**config.mk**
```make
export PLATFORM = sky130hd
export DESIGN_NAME = pipe_stage_hs
export DESIGN_NICKNAME = d
export VERILOG_FILES = /design/src/rtl/pipe_stage_hs_pkg.sv /design/src/rtl/pipe_stage_hs_sat_counter.sv /design/src/rtl/pipe_stage_hs.sv
export SDC_FILE = /design/constraint.sdc
export NUM_CORES = 1
export LEC_CHECK = 0
export CAP_MARGIN = 20
export CORE_ASPECT_RATIO = 1.1
export CORE_MARGIN = 8
export CORE_UTILIZATION = 40
export CTS_CLUSTER_DIAMETER = 200
export DETAILED_ROUTE_END_ITERATION = 10
export GPL_TIMING_DRIVEN = 0
export PLACE_DENSITY = 0.67
export RECOVER_POWER = 100
export SETUP_SLACK_MARGIN = 0.05
export SLEW_MARGIN = 30
export SYNTH_ARGS = -nofsm -noshare
export SYNTH_HDL_FRONTEND = slang
export SYNTH_HIERARCHICAL = 1
export SYNTH_SLANG_ARGS = --single-unit
```
**constraint.sdc**
```tcl
create_clock -name clk_i -period 5.5 [get_ports clk_i]
set_clock_uncertainty 0.05 [all_clocks]
set_input_delay 1.1 -clock clk_i [delete_from_list [all_inputs] [get_ports clk_i]]
set_output_delay 1.1 -clock clk_i [all_outputs]
set_load 0.02 [all_outputs]
```
**src/rtl/pipe_stage_hs_pkg.sv**
```systemverilog
// Shared types and default widths for the handshaked pipeline stage.
// Widths track the CPU's register-data and instruction-address definitions.
package pipe_pkg;

  localparam int RegDataWidth  = 64;
  localparam int InstAddrWidth = 64;
  localparam int CtrlWidth     = 16;
  localparam int StallCntWidth = 16;

  typedef enum logic [1:0] {
    EMPTY = 2'd0,
    FULL  = 2'd1,
    SKID  = 2'd2
  } state_e;

  // All-zero control encodes a NOP bubble.
  localparam logic [CtrlWidth-1:0] CTRL_NOP = '0;

endpackage

```
**src/rtl/pipe_stage_hs_sat_counter.sv**
```systemverilog
// Saturating up-counter with synchronous clear, reused for performance counters.
// Count visible one cycle after inc; holds at all-ones instead of wrapping.
module sat_counter #(
  parameter int WIDTH = 16
) (
  input  logic             clk_i,
  input  logic             rst_i,
  input  logic             inc_i,
  input  logic             clr_i,
  output logic [WIDTH-1:0] count_o
);

  logic [WIDTH-1:0] count_q, count_d;

  always_comb begin
    count_d = count_q;
    if (clr_i) begin
      count_d = '0;
    end else if (inc_i && (count_q != '1)) begin
      count_d = count_q + WIDTH'(1);
    end
  end

  always_ff @(posedge clk_i) begin
    if (rst_i) begin
      count_q <= '0;
    end else begin
      count_q <= count_d;
    end
  end

  assign count_o = count_q;

endmodule

```
**src/rtl/pipe_stage_hs.sv**
```systemverilog
// Pipeline stage register with valid/ready handshake, optional skid entry, hold and flush-to-bubble.
// Latency 1 cycle; SKID=1 registers in_ready and absorbs one entry after out_ready drops, SKID=0 passes out_ready through.
module pipe_stage_hs
  import pipe_pkg::*;
#(
  parameter int DATA_WIDTH = RegDataWidth,
  parameter int CTRL_WIDTH = CtrlWidth,
  parameter int SKID       = 1,
  parameter int CNT_WIDTH  = StallCntWidth
) (
  input  logic                  clk_i,
  input  logic                  rst_i,
  input  logic                  in_valid_i,
  output logic                  in_ready_o,
  input  logic [DATA_WIDTH-1:0] in_data_i,
  input  logic [CTRL_WIDTH-1:0] in_ctrl_i,
  output logic                  out_valid_o,
  input  logic                  out_ready_i,
  output logic [DATA_WIDTH-1:0] out_data_o,
  output logic [CTRL_WIDTH-1:0] out_ctrl_o,
  input  logic                  hold_i,
  input  logic                  flush_i,
  output logic [CNT_WIDTH-1:0]  stall_cnt_o
);

  state_e                state_q, state_d;
  logic [DATA_WIDTH-1:0] data_q, data_d, skid_data;
  logic [CTRL_WIDTH-1:0] ctrl_q, ctrl_d, skid_ctrl;
  logic                  in_fire, out_fire, skid_load, stall_inc;

  assign out_valid_o = (state_q != pipe_pkg::EMPTY) & ~hold_i & ~rst_i;
  assign in_fire     = in_valid_i & in_ready_o;
  assign out_fire    = out_valid_o & out_ready_i;
  assign skid_load   = in_fire & ~out_fire & (state_q == pipe_pkg::FULL);

  generate
    if (SKID != 0) begin : g_skid
      logic [DATA_WIDTH-1:0] skid_data_q;
      logic [CTRL_WIDTH-1:0] skid_ctrl_q;

      always_ff @(posedge clk_i) begin
        if (rst_i) begin
          skid_data_q <= '0;
          skid_ctrl_q <= CTRL_WIDTH'(CTRL_NOP);
        end else if (flush_i) begin
          skid_ctrl_q <= CTRL_WIDTH'(CTRL_NOP);
        end else if (skid_load) begin
          skid_data_q <= in_data_i;
          skid_ctrl_q <= in_ctrl_i;
        end
      end

      assign skid_data  = skid_data_q;
      assign skid_ctrl  = skid_ctrl_q;
      // Decoded from state only, so out_ready never reaches in_ready.
      assign in_ready_o = (state_q != pipe_pkg::SKID) & ~hold_i & ~flush_i & ~rst_i;
    end else begin : g_noskid
      assign skid_data  = '0;
      assign skid_ctrl  = '0;
      assign in_ready_o = ((state_q == pipe_pkg::EMPTY) | out_ready_i) & ~hold_i & ~flush_i & ~rst_i;
    end
  endgenerate

  always_comb begin
    state_d = state_q;
    data_d  = data_q;
    ctrl_d  = ctrl_q;
    if (flush_i) begin
      // Payload is kept; only control is cleared to make a bubble.
      state_d = pipe_pkg::EMPTY;
      ctrl_d  = CTRL_WIDTH'(CTRL_NOP);
    end else begin
      case (state_q)
        pipe_pkg::EMPTY: begin
          if (in_fire) begin
            state_d = pipe_pkg::FULL;
            data_d  = in_data_i;
            ctrl_d  = in_ctrl_i;
          end
        end
        pipe_pkg::FULL: begin
          if (in_fire && out_fire) begin
            data_d = in_data_i;
            ctrl_d = in_ctrl_i;
          end else if (skid_load) begin
            state_d = pipe_pkg::SKID;
          end else if (out_fire) begin
            state_d = pipe_pkg::EMPTY;
          end
        end
        pipe_pkg::SKID: begin
          if (out_fire) begin
            state_d = pipe_pkg::FULL;
            data_d  = skid_data;
            ctrl_d  = skid_ctrl;
          end
        end
        default: state_d = pipe_pkg::EMPTY;
      endcase
    end
  end

  always_ff @(posedge clk_i) begin
    if (rst_i) begin
      state_q <= pipe_pkg::EMPTY;
      data_q  <= '0;
      ctrl_q  <= CTRL_WIDTH'(CTRL_NOP);
    end else begin
      state_q <= state_d;
      data_q  <= data_d;
      ctrl_q  <= ctrl_d;
    end
  end

  assign out_data_o = data_q;
  assign out_ctrl_o = ctrl_q;

  assign stall_inc = (hold_i | ((state_q != pipe_pkg::EMPTY) & ~out_ready_i)) & ~flush_i;

  sat_counter #(
    .WIDTH(CNT_WIDTH)
  ) u_stall_cnt (
    .clk_i  (clk_i),
    .rst_i  (rst_i),
    .inc_i  (stall_inc),
    .clr_i  (1'b0),
    .count_o(stall_cnt_o)
  );

endmodule

```
### Word-level counts from Yosys, hierarchy flattened

Cells that the tools add are included.

* add/sub/neg operators: 1
* equal/unequal tests: 9
* muxes and demuxes: 14
* bitwise operators: 17
* reductions and logical operators: 10

Operator list (number)
* $mux W64: 3
* $pmux W64 S3: 1
* $mux W16: 3
* $pmux W16 S3: 1
* $add A16 B1 Y16 const B: 1
* $ne A16 B16 Y1 const B: 1
* $and A1 B1 Y1: 11
* $mux W2: 5
* $ne A2 B2 Y1 const B: 4
* $reduce_and A4 Y1: 2
* $pmux W2 S3: 1
* $not A1 Y1: 5
* $reduce_and A5 Y1: 1
* $ne A3 B3 Y1 const B: 1
* $reduce_bool A3 Y1: 1
* $eq A2 B1 Y1 const B: 1
* $eq A2 B2 Y1 const B: 1
* $logic_and A1 B1 Y1: 2
* $logic_not A2 Y1: 1
* $ne A2 B1 Y1 const B: 1
* $reduce_and A2 Y1: 1
* $reduce_bool A2 Y1: 1
* $reduce_or A2 Y1: 1
* $or A1 B1 Y1: 1

* register bits: 178
* bits of input ports: 86
* output and inout port bits: 98

### Depth between registers and ports, before layout

Gate-level depths: netlist (run 1).

* depth after elaboration: 10
* mapped depth: 10
* mapped depth without buffers: 8

### Hierarchy

Netlist (run 1), hierarchy kept.

Modules (own cells, without submodules)
* pipe_stage_hs: instances 1, cells each 745, area each 6713.9 sq um, seq. area each 3243.1 sq um
* sat_counter: instances 1, cells each 102, area each 917.1 sq um, seq. area each 320.3 sq um

### Worst setup path after synthesis (run 1)

No wires, ideal clock.

* path kind: input-to-output
* start: input port rst_i
* end: output port in_ready_o
* arrival time: 2195 ps
* required time: 4350 ps
* slack: 2155 ps
* stages: 4
* path buffers: 2
* path through: buf_2 or2_2 buf_1 nor3b_1

* word-level cells in the longest chain between the ends: 2

Ends and longest elaborated chain
* start: declaration: line pipe_stage_hs.sv:12 `input logic rst_i,`
* $not A1 Y1: line pipe_stage_hs.sv:56 `assign in_ready_o = (state_q != pipe_pkg::SKID) & ~hold_i & ~flush_i & ~rst_i;`
* $and A1 B1 Y1: line pipe_stage_hs.sv:56
* end: declaration: line pipe_stage_hs.sv:14 `output logic in_ready_o,`

Every way passes these cells.

### Final worst setup path (run 1)

* start: input port rst_i
* end: register data_q[10] (netlist: out_data_o[10])

* word-level cells in the longest chain between the ends: 6
* elaborated cells between the ends (all ways): 10
* classes of those cells: eq/ne (3); bitwise (5); reduce/logical (2)

Ends and longest elaborated chain
* $not A1 Y1: line pipe_stage_hs.sv:31, pipe_stage_hs.sv:56
* $and A1 B1 Y1, on equally long branches: line pipe_stage_hs.sv:56, pipe_stage_hs.sv:31
* $and A1 B1 Y1, on equally long branches: line pipe_stage_hs.sv:32, pipe_stage_hs.sv:33
* $logic_and A1 B1 Y1: line pipe_stage_hs.sv:82 `if (in_fire && out_fire) begin`
* $ne A2 B1 Y1 (no source line)
* $reduce_and A5 Y1 (no source line)
* end signal: assignment: line pipe_stage_hs.sv:110 `data_q <= data_d;`
* end: declaration: line pipe_stage_hs.sv:27 `logic [DATA_WIDTH-1:0] data_q, data_d, skid_data;`

Parallel ways exist; a longest one is shown, timed or not.
A chain may end at the register's enable or synchronous reset.

==> flow_metrics.py, run 1 <==
metrics = {
    "run_status": {
        "outcome": "finished, violations left",
        "violations": "max-slew violations",
    },
    "worst_setup_path": {
        "worst-path-max-fanout": 10,
        "arrival_ps": 4920,
        "cp-start-kind": "input port",
        "endpoint_kind": "flop",
        "cp_data_required_time_ps": 5720,
        "critical_path_class": "in2reg",
    },
    "placed_design": {
        "dpl.hpwl_mm": 16.35,
        "dp_worst_setup_slack_ps": 1036,
        "io_buffers": 183,
        "place.gp.congestion": 0.8020,
    },
    "logic_synthesis": {
        "yosysMostFrequentCell": "dfxtp_1",
        "postSynth.asyncResetShare_pct": 0,
        "yosys_warnings": 6,
        "ys_types": 49,
        "yosys-top-cells-count": "dfxtp_1 (178), nand2_1 (174), a21oi_1 (150)",
        "yosysSeqAreaShare_pct": 46.70,
        "synth_edf_count": 0,
        "ys_ff_latch": 178,
        "synth_ff_type": "dfxtp_1",
        "synth_area_per_cell_um2": 9.010,
        "yosys.area.top_type": "dfxtp_1",
        "synth.top_cell.area_share_pct": 46.70,
        "syn_inst": 847,
        "synth.area.top_cells": "dfxtp_1 (47%), mux2i_1 (11%), a21oi_1 (9.8%)",
        "syn_area_um2": 7631,
    },
    "final_layout": {
        "final_util_pct": 54.59,
        "final_nets": 1142,
        "area_growth_pct": 35.20,
        "layout-drive-gt1-share_pct": 5.623,
    },
    "timing": {
        "rsz0062_at_grt": "false",
        "period_minus_slack_ps": 4698,
        "tightest_slew_ps": 1528,
        "tns_ps": 0,
        "setup_ws_ps": 802.3,
        "fmaxAchievable_ghz": 0.2129,
        "setup_viol": 0,
        "finalHoldViolations": 0,
        "slew_viol_final": 8,
        "slew_headroom_pct": -1.845,
        "post-route-period-util_pct": 85.41,
    },
    "detailed_routing": {
        "drc": 0,
        "dr_wl_met2_mm": 10.82,
        "dr.pass1.iters": 4,
        "met1_length_mm": 10.11,
        "wl_mm": 22.54,
        "vias": 6841,
        "viasPerCell": 5.202,
        "top_layer": "met5",
        "detail_route.iter0.violations": 270,
        "ant_nets": 0,
        "wl_met3_mm": 1.077,
        "wl_per_cell_um": 17.14,
    },
    "cts": {
        "cts_resized": 0,
        "cts_num_sinks": 178,
        "cts_hold_buf": 0,
        "cts_buffers": 17,
        "root_buffer": "clkbuf_16",
        "clock_path_buffers": 2,
        "post_cts_buffers": 0,
        "cts_max_level": 4,
        "clk_pin_slew_ps": 60,
        "clkLatencyLatePin_ps": 420,
        "cts_tree": "done",
    },
    "power": {
        "p_sw_share_pct": 23.17,
        "clockPowerShare_pct": 45.1,
        "ir_worst_vdd_uv": 214.4,
        "power_density_nw_per_um2": 271.3,
        "p_switching_uw": 648.5,
        "p_int_uw": 2150,
        "combPwrFrac_pct": 8.1,
        "seqPwrFrac_pct": 46.8,
        "leakage_uw": 0.004195,
    },
    "floorplanning": {
        "start_util_pct": 40.38,
        "die_w_um": 147.7,
        "design.die.area_um2": 23760,
        "core_um2": 18900,
        "rows": 53,
        "die_height_um": 160.9,
        "io_pins": 184,
    },
    "run": {
        "maxCapViolCount": 0,
    },
    "global_route": {
        "grt_max_degree": 17,
        "grt_pass1_wl_mm": 35.93,
        "overflow": 0,
        "grt_util_all_layers_pct": 18.72,
        "antenna_found_initial": 3,
        "grt_pass1_vias": 6705,
    },
    "worst_hold_path": {
        "hold_class": "reg2reg",
    },
}
[layout by cell type (no fill, tap or decap), drive strengths merged, types with 2 or more instances in the layout]
master         count
mux2i             86
a21oi            150
and4               2
bufinv             3
o21ai              6
or4b               3
nand2            174
buf               16
dfxtp            178
clkbuf            85
clkinv             2
and2               4
a211oi            21
a31oi              4
nand4              5
or2                3
or3                7
nor3               5
conb               7
inv                6
clkinvlp           3
a311oi            65
nor2              23
and3               6
nand3              6
a2111o             2
clkdlybuf4s50     83
dlygate4sd3      100
[layer usage]
metal  GRT usage (%)  up-vias
li1                -     3475
met1           23.29     3170
met5               0        -
met3           4.249       29
met2           30.66      163
met4           7.657        4
[worst paths after layout]
path	from	cells past startpoint	slack (ps)	to
setup reg to reg	state_q[0]$_SDFFE_PP0P_	6	1900	out_data_o[10]$_SDFFE_PP0P_
hold reg to reg	g_skid.skid_ctrl_q[0]$_SDFFE_PP0P_	2	400	g_skid.skid_ctrl_q[0]$_SDFFE_PP0P_
hold / removal	g_skid.skid_ctrl_q[0]$_SDFFE_PP0P_	2	400	g_skid.skid_ctrl_q[0]$_SDFFE_PP0P_
setup / recovery	rst_i	7	800	out_data_o[10]$_SDFFE_PP0P_
[cell type report]
class	count	area (µm²)
Sequential cell	178	3563
Buffer	82	391.6
Timing Repair Buffer	183	1832
Clock inverter	11	152.6
Antenna cell	1	2.502
Fill cell	1813	8582
Clock buffer	20	456.7
Multi-Input combinational cell	590	3598
Tap cell	247	309.0
Inverter	3	11.26
[logic make-up after synthesis]
family | count (synthesis) | synth area share, %
AO/OA/AOI/OAI | 254 | 22.02
adder cells (fa/ha/maj) | 1 | 0.1639
buffers and inverters | 85 | 5.640
flip-flops | 178 | 46.70
multiplexers | 86 | 11.28
other | 1 | 0.04914
AND/OR/NAND/NOR | 242 | 14.15
[registers in the layout, indices dropped and copies added, names as in the netlist]
| register | count |
|---|---|
| g_skid.skid_data_q | 64 |
| out_data_o | 64 |
| g_skid.skid_ctrl_q | 16 |
| out_ctrl_o | 16 |
| u_stall_cnt/count_o | 16 |
| state_q | 2 |
[through the flow]
step	total power, µW	area (µm²)	std cells	hold WS [ps]
after floorplan	1442	7654	853	385.7
after global placement	1574	9794	1283	390.7
after detailed placement	1574	9794	1283	395.6
after CTS	2832	10400	1314	404.4
after global routing	2894	10320	1315	420.3
final	2799	10320	1315	403.1
[critical path, stage by stage]
cell           delay, ps
dlygate4sd3_1        650
clkbuf_1             230
or4b_4               510
a32oi_1             1210
clkbuf_1             560
clkbuf_1             460
a311oi_1             180
[power groups by stage]
| stage | sequential [µW] | clock [µW] | combinational [µW] |
|---|---|---|---|
| CTS | 1310 | 1290 | 237 |
| global placement | 1340 | 0 | 235 |
| global route | 1310 | 1340 | 246 |
| floorplan | 1350 | 0 | 89.1 |
| detailed placement | 1340 | 0 | 235 |
| finish | 1310 | 1260 | 227 |
No activity file was read; power rests on OpenSTA's default activity.
==> run 2, diff against run 1 <==
--- a/config.mk
+++ b/config.mk
@@ -7,7 +7,7 @@
 export LEC_CHECK = 0
 export CAP_MARGIN = 20
 export CORE_ASPECT_RATIO = 1.1
-export CORE_MARGIN = 8
+export CORE_MARGIN = 1
 export CORE_UTILIZATION = 40
 export CTS_CLUSTER_DIAMETER = 200
 export DETAILED_ROUTE_END_ITERATION = 10
@@ -20,3 +20,4 @@
 export SYNTH_HDL_FRONTEND = slang
 export SYNTH_HIERARCHICAL = 1
 export SYNTH_SLANG_ARGS = --single-unit
+export TNS_END_PERCENT = 5
==> flow_metrics.py, run 2 (same netlist as run 1, synthesis figures left out) <==
metrics = {
    "detailed_routing": {
        "met1_length_mm": 9.296,
        "detail_route.iter0.violations": 348,
        "dr_wl_met2_mm": 10.12,
        "wl_mm": 20.98,
        "drc": 0,
        "ant_nets": 0,
        "viasPerCell": 5.264,
        "vias": 6896,
        "top_layer": "met4",
        "wl_met3_mm": 1.053,
        "dr.pass1.iters": 5,
        "wl_per_cell_um": 16.01,
    },
    "worst_setup_path": {
        "critical_path_class": "in2reg",
        "worst-path-max-fanout": 10,
        "cp-start-kind": "input port",
        "arrival_ps": 5020,
        "endpoint_kind": "flop",
        "r2r_setup_slack_ps": 1870,
        "cp_data_required_time_ps": 5780,
        "rr_worst_depth": 7,
        "timing.rr.end": "out_ctrl_o[11]$_SDFFE_PP0P_",
        "r2r_start": "state_q[0]$_SDFFE_PP0P_",
    },
    "global_route": {
        "grt_util_all_layers_pct": 21.54,
        "antenna_found_initial": 1,
        "grt_pass1_wl_mm": 33.44,
        "overflow": 0,
        "grt_pass1_vias": 6404,
        "grt_max_degree": 17,
    },
    "timing": {
        "holdWs_ps": 403.5,
        "tightest_slew_ps": 1371,
        "tns_ps": 0,
        "fmaxAchievable_ghz": 0.2108,
        "setup_ws_ps": 756.3,
        "setup_viol": 0,
        "finalHoldViolations": 0,
        "slew_viol_final": 0,
        "slew_headroom_pct": 8.615,
        "period_minus_slack_ps": 4744,
        "rsz0062_at_grt": "false",
        "post-route-period-util_pct": 86.25,
    },
    "final_layout": {
        "final_util_pct": 55.55,
        "final_nets": 1142,
        "layout.cells.non_filler": 1310,
        "n_fill_cell": 1723,
        "layout-drive-gt1-share_pct": 6.467,
        "insertedDiodeCount": 0,
        "most-common-layout-cells": "dfxtp_1 (178), nand2_1 (174), a21oi_1 (150)",
        "area_growth_pct": 34.97,
        "final_common_cell": "dfxtp_1",
    },
    "cts": {
        "cts_hold_buf": 0,
        "clock_path_buffers": 2,
        "post_cts_buffers": 0,
        "cts_tree": "done",
        "cts_resized": 0,
        "root_buffer": "clkbuf_16",
        "cts_buffers": 17,
        "clk_pin_slew_ps": 70,
        "clkLatencyLatePin_ps": 430,
        "cts_num_sinks": 178,
        "cts_max_level": 4,
    },
    "run_status": {
        "outcome": "completed",
    },
    "worst_hold_path": {
        "worst_hold_startpoint": "g_skid.skid_data_q[50]$_SDFFE_PP0P_",
        "hold_class": "reg2reg",
        "whs_endpoint": "g_skid.skid_data_q[50]$_SDFFE_PP0P_",
        "hold_path_depth": 2,
    },
    "floorplanning": {
        "die_w_um": 133.7,
        "design.die.area_um2": 19640,
        "start_util_pct": 41.15,
        "rows": 52,
        "die_height_um": 146.9,
        "core_um2": 18540,
        "io_pins": 184,
    },
    "power": {
        "leakage_uw": 0.004203,
        "power_density_nw_per_um2": 265.8,
        "ir_worst_vdd_uv": 226.9,
    },
    "placed_design": {
        "dp_worst_setup_slack_ps": 997.6,
        "dp.cells": 1279,
        "place.gp.congestion": 0.7713,
        "io_buffers": 183,
        "dpl.hpwl_mm": 15.07,
    },
    "run": {
        "maxCapViolCount": 0,
    },
}
-- run 2: layout make-up --
class                           count  area, µm²  area share [%]
Tap cell                          243      304.0           2.952
Clock buffer                       17      425.4           4.130
Buffer                             82      391.6           3.802
Inverter                            3      11.26          0.1093
Clock inverter                     14      152.6           1.482
Sequential cell                   178       3563           34.60
Timing Repair Buffer              183       1832           17.78
Multi-Input combinational cell    590       3620           35.14
-- run 2: per-stage QoR --
| step | area, µm² | total power, µW |
|---|---|---|
| 3_5_place_dp | 9789 | 1573 |
| 4_1_cts | 10370 | 2773 |
| 5_1_grt | 10300 | 2848 |
| 3_3_place_gp | 9789 | 1572 |
| 2_1_floorplan | 7654 | 1442 |
| 6_report | 10300 | 2737 |
-- run 2: worst max-delay path, stage by stage --
cell and delay [ps]:
dlygate4sd3_1 650, clkbuf_1 250, or4b_2 640, a32oi_1 1110
clkbuf_1 520, clkbuf_1 450, nor2_1 80, a211oi_1 230
-- run 2: worst max path at each step --
stage	from	endpoint	slack, ps
finish	rst_i	out_ctrl_o[11]$_SDFFE_PP0P_	760
global route	rst_i	out_ctrl_o[11]$_SDFFE_PP0P_	460
CTS	rst_i	in_ready_o	990
detailed placement	rst_i	in_ready_o	1000
global placement	rst_i	in_ready_o	1020
floorplan	rst_i	in_ready_o	2160
-- run 2: report_power, final --
group	total, µW	switching [µW]	internal [µW]
combinational	226	119	107
clock	1200	528	674
sequential	1310	7.74	1300
-- run 2: metal layers --
layer / vias up / global-route usage (%)
met5: - / 0
met4: 0 / 8.977
met3: 31 / 3.658
met2: 190 / 35.13
met1: 3203 / 28.10
li1: 3472 / -
==> run 3, diff against run 2 <==
--- a/config.mk
+++ b/config.mk
@@ -5,7 +5,7 @@
 export SDC_FILE = /design/constraint.sdc
 export NUM_CORES = 1
 export LEC_CHECK = 0
-export CAP_MARGIN = 20
+export CAP_MARGIN = 30
 export CORE_ASPECT_RATIO = 1.1
 export CORE_MARGIN = 1
 export CORE_UTILIZATION = 40
==> results of run 3 <==
Final layout, timing and power as in run 2 (identical DEF).
